### config.mk
export PLATFORM = sky130hd
export DESIGN_NAME = mem_bus_if
export DESIGN_NICKNAME = d
export VERILOG_FILES = /design/src/rtl/mips_pkg.sv /design/src/rtl/load_align.sv /design/src/rtl/mem_bus_if.sv
export SDC_FILE = /design/constraint.sdc
export NUM_CORES = 1
export LEC_CHECK = 0
export ABC_CLOCK_PERIOD_IN_PS = 2700
export BUFFER_PORTS_ARGS = -buffer_cell sky130_fd_sc_hd__buf_2
export CORE_AREA = 2 2 130 100
export CTS_CLUSTER_SIZE = 12
export DETAILED_ROUTE_END_ITERATION = 12
export DIE_AREA = 0 0 132 102
export PLACE_DENSITY_LB_ADDON = 0.08
export SETUP_SLACK_MARGIN = 0.3
export SLEW_MARGIN = 30
export SYNTH_ARGS = -nofsm -noshare
export SYNTH_HDL_FRONTEND = slang
export SYNTH_SLANG_ARGS = --single-unit
### constraint.sdc
create_clock -name clk -period 2.7 [get_ports clk]
set_input_delay 0 -clock clk [delete_from_list [all_inputs] [get_ports clk]]
set_output_delay 0 -clock clk [all_outputs]
set_load 0.01 [all_outputs]
### src/rtl/mips_pkg.sv
// mips_pkg: shared types and constants for the memory-side stage of the multicycle MIPS core.
package mips_pkg;
  typedef enum logic [1:0] {IDLE = 2'd0, REQ = 2'd1, DONE = 2'd2} memif_state_t;
  localparam logic [1:0] LB_WORD = 2'b00;
  localparam logic [1:0] LB_BYTE = 2'b01;
  localparam logic [1:0] LB_BYTEU = 2'b10;
  localparam logic [31:0] MEM_TIMEOUT_FILL = 32'hDEAD_BEEF;
endpackage

### src/rtl/load_align.sv
// load_align: picks the addressed byte lane and sign/zero-extends it for byte loads; words pass through.
import mips_pkg::*;
module load_align (
  input  logic [31:0] i_rdata,
  input  logic [1:0]  i_adr,
  input  logic [1:0]  i_lb,
  output logic [31:0] o_data
);
  logic [7:0] w_b;
  assign w_b = i_rdata[{i_adr, 3'b000} +: 8];
  assign o_data = i_lb == LB_BYTE ? {{24{w_b[7]}}, w_b} : i_lb == LB_BYTEU ? {24'd0, w_b} : i_rdata;
endmodule

### src/rtl/mem_bus_if.sv
// mem_bus_if: runs one req/ack bus transfer per core access, stalling the controller meanwhile.
// Optional ack watchdog enabled by defining MEM_TIMEOUT_EN.
import mips_pkg::*;
module mem_bus_if #(
  parameter int AW = 32,
  parameter int DW = 32,
  parameter int TIMEOUT = 255
) (
  input  logic          clk,
  input  logic          reset,
  input  logic          mem_rd,
  input  logic          memwrite,
  input  logic [1:0]    lb,
  input  logic [AW-1:0] adr,
  input  logic [DW-1:0] writedata,
  output logic [DW-1:0] readdata,
  output logic          stall,
  output logic          bus_req,
  output logic          bus_we,
  output logic [AW-1:0] bus_adr,
  output logic [DW-1:0] bus_wdata,
  output logic [3:0]    bus_be,
  input  logic [DW-1:0] bus_rdata,
  input  logic          bus_ack,
  output logic          bus_err
);
  memif_state_t r_state, w_next;
  logic [AW-1:0] r_adr;
  logic [DW-1:0] r_wdata, r_readdata, w_align;
  logic [1:0] r_lb;
  logic r_we;
  logic [3:0] r_be;
  logic w_start, w_ack, w_to;
  // Gating with reset keeps stall low while the core is being reset mid-access
  assign w_start = !reset && r_state == IDLE && (mem_rd || memwrite);
  assign w_ack = r_state == REQ && bus_ack;
  assign w_next = w_start ? REQ : (w_ack || w_to) ? DONE : r_state == DONE ? IDLE : r_state;
  load_align u_align (
    .i_rdata(bus_rdata),
    .i_adr  (r_adr[1:0]),
    .i_lb   (r_lb),
    .o_data (w_align)
  );
`ifdef MEM_TIMEOUT_EN
  localparam int WW = $clog2(TIMEOUT + 1);
  logic [WW-1:0] r_wd;
  logic r_err;
  assign w_to = r_state == REQ && !bus_ack && r_wd == WW'(TIMEOUT - 1);
  assign bus_err = r_err;
  always_ff @(posedge clk or posedge reset) begin
    if (reset) begin
      r_wd <= '0;
      r_err <= 1'b0;
    end else begin
      r_wd <= r_state == REQ ? r_wd + 1'b1 : '0;
      if (w_to) r_err <= 1'b1;
    end
  end
`else
  assign w_to = 1'b0;
  assign bus_err = 1'b0;
`endif
  always_ff @(posedge clk or posedge reset) begin
    if (reset) begin
      r_state <= IDLE;
      r_adr <= '0;
      r_wdata <= '0;
      r_lb <= LB_WORD;
      r_we <= 1'b0;
      r_be <= 4'h0;
      r_readdata <= '0;
    end else begin
      r_state <= w_next;
      if (w_start) begin
        r_adr <= adr;
        r_wdata <= writedata;
        r_lb <= lb;
        r_we <= memwrite;
        r_be <= 4'hF;
      end
      if (w_ack && !r_we) r_readdata <= w_align;
      else if (w_to && !r_we) r_readdata <= MEM_TIMEOUT_FILL;
    end
  end
  assign bus_req = r_state == REQ;
  assign stall = w_start || bus_req;
  assign bus_we = r_we;
  assign bus_adr = {r_adr[AW-1:2], 2'b00};
  assign bus_wdata = r_wdata;
  assign bus_be = r_be;
  assign readdata = r_readdata;
endmodule

# Word level (Yosys, flattened, before mapping)
# Index checks and enable logic that the tools add are counted.
[classes]
eq_ne = 4
n_shift = 1
n_reduce_logical = 10
muxes = 5
[op_table]
columns = ["operator", "n"]
rows = [
  ["$mux 32", 2],
  ["$shiftx 32x6->8", 1],
  ["$mux 2", 3],
  ["$eq 2x1->1 const B", 2],
  ["$eq 2x2->1 const B", 2],
  ["$logic_and 1x1->1", 4],
  ["$reduce_bool 3->1", 1],
  ["$logic_not 1->1", 2],
  ["$logic_not 2->1", 1],
  ["$logic_or 1x1->1", 2],
]
[totals]
inputBits = 103
register_bits = 102
wordCells = 27
output_inout_bits = 104

# Longest topological paths before layout
[depth]
depth_word = 4
mapped_depth = 5
depth_no_buf = 3

# Modules after synthesis
# A second synthesis with hierarchy kept.
[hier_totals]
cells_unflattened = 363
hier_area_um2 = 4738.3
[by_module_without_submodules]
columns = ["mod", "area_each_um2", "cells_each", "instances", "seq_area_each_um2"]
rows = [
  ["mem_bus_if", 4106.4, 261, 1, 2552.4],
  ["load_align", 631.9, 102, 1, 0.0],
]

# Worst setup path after synthesis
# No wires, ideal clock.
[synth_timing]
kind = "register to register"
start = "register r_adr[0]"
end = "register r_readdata[10] (netlist: readdata[10])"
arrival_ps = 1555
stages_incl_launch_ff = 6
required_time_ps = 2554
setup_ps = 146
n_path_buf = 2
synth_period_minus_slack_ps = 1701
slack_ps = 999
cell_sequence = "dfrtp_1 buf_6 mux4_2 a211oi_4 buf_6 a221oi_1"
[synth_via]
elab_chain_len = 2
[synth_rtl]
columns = ["item", "line_no", "source"]
rows = [
  ["from (decl)", "mem_bus_if.sv:28", "logic [AW-1:0] r_adr;"],
  ["from (signal assigned)", "mem_bus_if.sv:75", "r_adr <= adr;"],
  ["$shiftx 32x6->8", "load_align.sv:10", "assign w_b = i_rdata[{i_adr, 3'b000} +: 8];"],
  ["$mux 32", "load_align.sv:11", "assign o_data = i_lb == LB_BYTE ? {{24{w_b[7]}}, w_b} : i_lb == LB_BYTEU ? {24'd0, w_b} : i_rdata;"],
  ["to (signal assigned)", "mem_bus_if.sv:81", "if (w_ack && !r_we) r_readdata <= w_align;"],
  ["to (decl)", "mem_bus_if.sv:29", "logic [DW-1:0] r_wdata, r_readdata, w_align;"],
]
# Every way passes these cells.
# A chain may end at the register's enable or synchronous reset.

# Final worst setup path
[layout_timing]
start = "register r_state[1]"
end = "register r_readdata[2] (netlist: readdata[2])"
[layout_via]
elab_chain_len = 3
[layout_rtl]
columns = ["item", "line_no", "source"]
rows = [
  ["from (decl)", "mem_bus_if.sv:27", "memif_state_t r_state, w_next;"],
  ["from (signal assigned)", "mem_bus_if.sv:73", "r_state <= w_next;"],
  ["$eq 2x1->1", "mem_bus_if.sv:36", "assign w_ack = r_state == REQ && bus_ack;"],
  ["$logic_and 1x1->1", "mem_bus_if.sv:36", ""],
  ["$logic_and 1x1->1", "mem_bus_if.sv:81", ""],
]
# Every way passes these cells.

==> run metrics <==
Syn. warnings=0; Post-Route M1 WL=5.96 mm; gr ovfl total=0; first-pass GRT wire length=21.2 mm; clk sink count=102; Multi-input gate area=0.00172 sq mm; Compound-Gate Fraction of Synth Area=8.28%; met3 WL post-DR=946 um; worst relative slew slack=61.7%; register area share after synthesis=54.9%; crit-path max FO=15; H-tree Lvls=3; Die Span Y=102 um; Final period util=70.5%; Peak VDD IR=0.494 mV; FF+latch count, synth=102; # fillers=1020; Post-Synth XOR/XNOR Area=0.188%; Clock Skew=6.80 ps; area delta synth->final=49.9%; full die area=0.0135 sq mm; clock tree buffer depth=2; CP Data Required Time=2980 ps; startpoint types=flip-flop; RSZ-0062 raised after global routing=no; clk slew on worst S/H paths=70 ps; dpl hpwl=8.88 mm; Mapped Cells=384; largest family of logic cells by synthesized area=multiplexers; CP arrival=2180 ps; router iterations before antenna repair=4; final hold viol count=0; Design Area, Final=0.00697 sq mm; area of placed instances=0.00562 sq mm; antenna cell count=0; Vias/cell=4.79; CTS root buffer=clkbuf_16; antenna violations before repair=0; Max Cap Viol=0; Pwr Density=1070 mW/mm^2; run status=finished, final reports clean; WS Path Type=reg2reg; Skew-Pair Late Insertion Delay=340 ps; Mapped Avg Cell Area=12.1 sq um; Mapped Area=0.00465 sq mm; Slew @ Worst Pin=572 ps; R2R depth=4; Row Count=35; r2r setup slk=800 ps; core area=0.0121 sq mm; top_reg_cell synth=dfrtp_1; Unique masters post-synth=32; worst reg2reg path startpoint=r_state[1]; Iter 0 DRT Violations=215; die extent in x=132 um; drt drc=0; Final Max Slew Viols=0; fmax=525 MHz; Leak=0.00326 uW; setup TNS=0 ps; vias in the first global route=4153; Final nets=756; top sig layer=met4; worst min-delay path category=in2async; met2 wire length=6.20 mm; Global Route Usage Sum=20.1%; RR Endpoint=readdata[2]; fraction of layout cells with a size suffix above 1=45.7%; Antenna Nets Post-Route=0; Post-synth EDFFs=0; Async SR Flop Fraction=100%; Simple-Gate Fraction of Synth Area=9.60%; Synth Area in Adders=0%; gp weighted congestion=0.793; fin crit period=1900 ps; critical-path cell list=nand4bb_1 -> buf_4 -> nor2_1 -> o32a_1; Vias=3942; Port Buffer Count=203; largest net degree at the start of global routing=64; # IOs=207; CTS tree=built; multiplexer area fraction after synthesis=18.2%; Critical Path Sink Type=flip-flop; Final setup viols=0; WL per Instance=16.3 um; initial core utilization=38.4%; CP max stage cell=nor2_1; WL final=13.4 mm; CP max stage delay=470 ps; Register Area=0.00255 sq mm; TritonCTS buffer count=9; Post-CTS Setup Inserts=0
cell families (layout without fill, tap and decap cells):
logic type | count (synthesis) | after routing
DFF | 102 | 102
and+or+nand+nor | 98 | 98
muxes | 75 | 75
buffers and inverters | 64 | 335
AOI/OAI and AO/OA | 43 | 43
other | 1 | 3
xor gates and xnor gates | 1 | 1
synth_stat cells, drive strengths merged (2+ instances only):
cell	n	area [sq um]
or2	3	18.8
inv	3	11.3
o32a	7	70.1
nor2	27	101
dfrtp	102	2550
nand2	49	184
a221oi	24	210
buf	49	353
a21o	2	15.0
and2	7	43.8
nor3b	7	52.6
mux2	67	754
a211oi	8	72.6
mux2i	7	70.1
clkbuf	12	45.0
worst max-delay path: cells and delay by family (launching register included):
kind | cells | cell delay, ps
DFF | 1 | 460
AOI/OAI and AO/OA | 1 | 270
and+or+nand+nor | 2 | 840
buffers and inverters | 1 | 280
repair_timing:
item	4_1_cts	5_1_grt
hold buffers	101	0
resized for setup	0	0
hold endpoints to repair	118	0
worst max path at each step:
stage / from / cells after the start / slack (ps) / end
2_1_floorplan: r_adr[0] / 5 / 1000 / readdata[10]
3_3_place_gp: r_state[1] / 4 / 880 / readdata[2]
3_5_place_dp: r_state[1] / 4 / 790 / readdata[3]
4_1_cts: r_state[1] / 4 / 760 / readdata[2]
5_1_grt: r_state[1] / 4 / 610 / readdata[3]
6_report: r_state[1] / 4 / 800 / readdata[2]
through the flow:
step / utilization (%) / hold slack [ps] / total power, uW / std cells / setup slack [ps]
6_report: 57.5 / 255 / 7480 / 823 / 795
4_1_cts: 57.5 / 255 / 7540 / 823 / 760
2_1_floorplan: - / 117 / 4940 / 386 / 999
3_5_place_dp: 46.4 / 66.5 / 5900 / 707 / 789
5_1_grt: 57.5 / 290 / 7990 / 823 / 608
3_3_place_gp: 46.4 / 71.1 / 5840 / 707 / 885
metal layers:
| metal | GRT usage, % | up-vias |
|---|---|---|
| met5 | 0 | - |
| met4 | 7.53 | 0 |
| met3 | 5.21 | 25 |
| met2 | 32.5 | 159 |
| met1 | 26.3 | 1916 |
| li1 | - | 1842 |
power breakdown:
part           switching (uW)  leakage [uW]  internal [uW]
logic                    1640       0.00190           1620
registers                 425       0.00119           2310
clock network             563      0.000166            926
cells in the final DEF (no fill, tap or decap):
cell | synthesis | layout
buf_2 | 9 | 203
dfrtp_1 | 102 | 102
dlygate4sd3_1 | 0 | 101
mux2_2 | 61 | 61
nand2_1 | 49 | 49
nor2_1 | 27 | 27
a221oi_1 | 24 | 24
buf_4 | 36 | 12
clkbuf_16 | 0 | 9
mux2i_1 | 7 | 7
nor3b_1 | 7 | 7
a211oi_1 | 7 | 7
o32a_1 | 7 | 7
mux2_1 | 6 | 6
and2_1 | 6 | 6
or2_2 | 3 | 3
conb_1 | 1 | 3
bufinv_16 | 0 | 3
a21o_1 | 2 | 2
inv_2 | 1 | 1
nand4bb_1 | 1 | 1
mux4_2 | 1 | 1
inv_1 | 2 | 1
a211oi_4 | 1 | 1
nor4bb_4 | 0 | 1
nor4_4 | 0 | 1
nor2b_1 | 1 | 1
clkinvlp_4 | 0 | 1
o21a_1 | 1 | 1
xor2_1 | 1 | 1
and2_0 | 1 | 1
and3_1 | 1 | 1
a221o_1 | 1 | 1
clkinv_2 | 0 | 1
clkbuf_8 | 0 | 1
clkbuf_1 | 12 | 1
buf_12 | 0 | 1
final cells by class:
cell class	count	share of cell area, %
clock buffers	11	3.48
clock inverters	4	1.36
inverters	3	0.215
multi-input cells	220	24.7
flip-flops and latches	102	36.6
well taps	166	2.98
repair buffers	317	30.6
registers in the layout (all words and copies together) (netlist names):
name	count
bus_be	1
bus_wdata	32
bus_we	1
r_adr	32
r_state	2
readdata	32
r_lb	2
(Power assumes the default switching activity.)
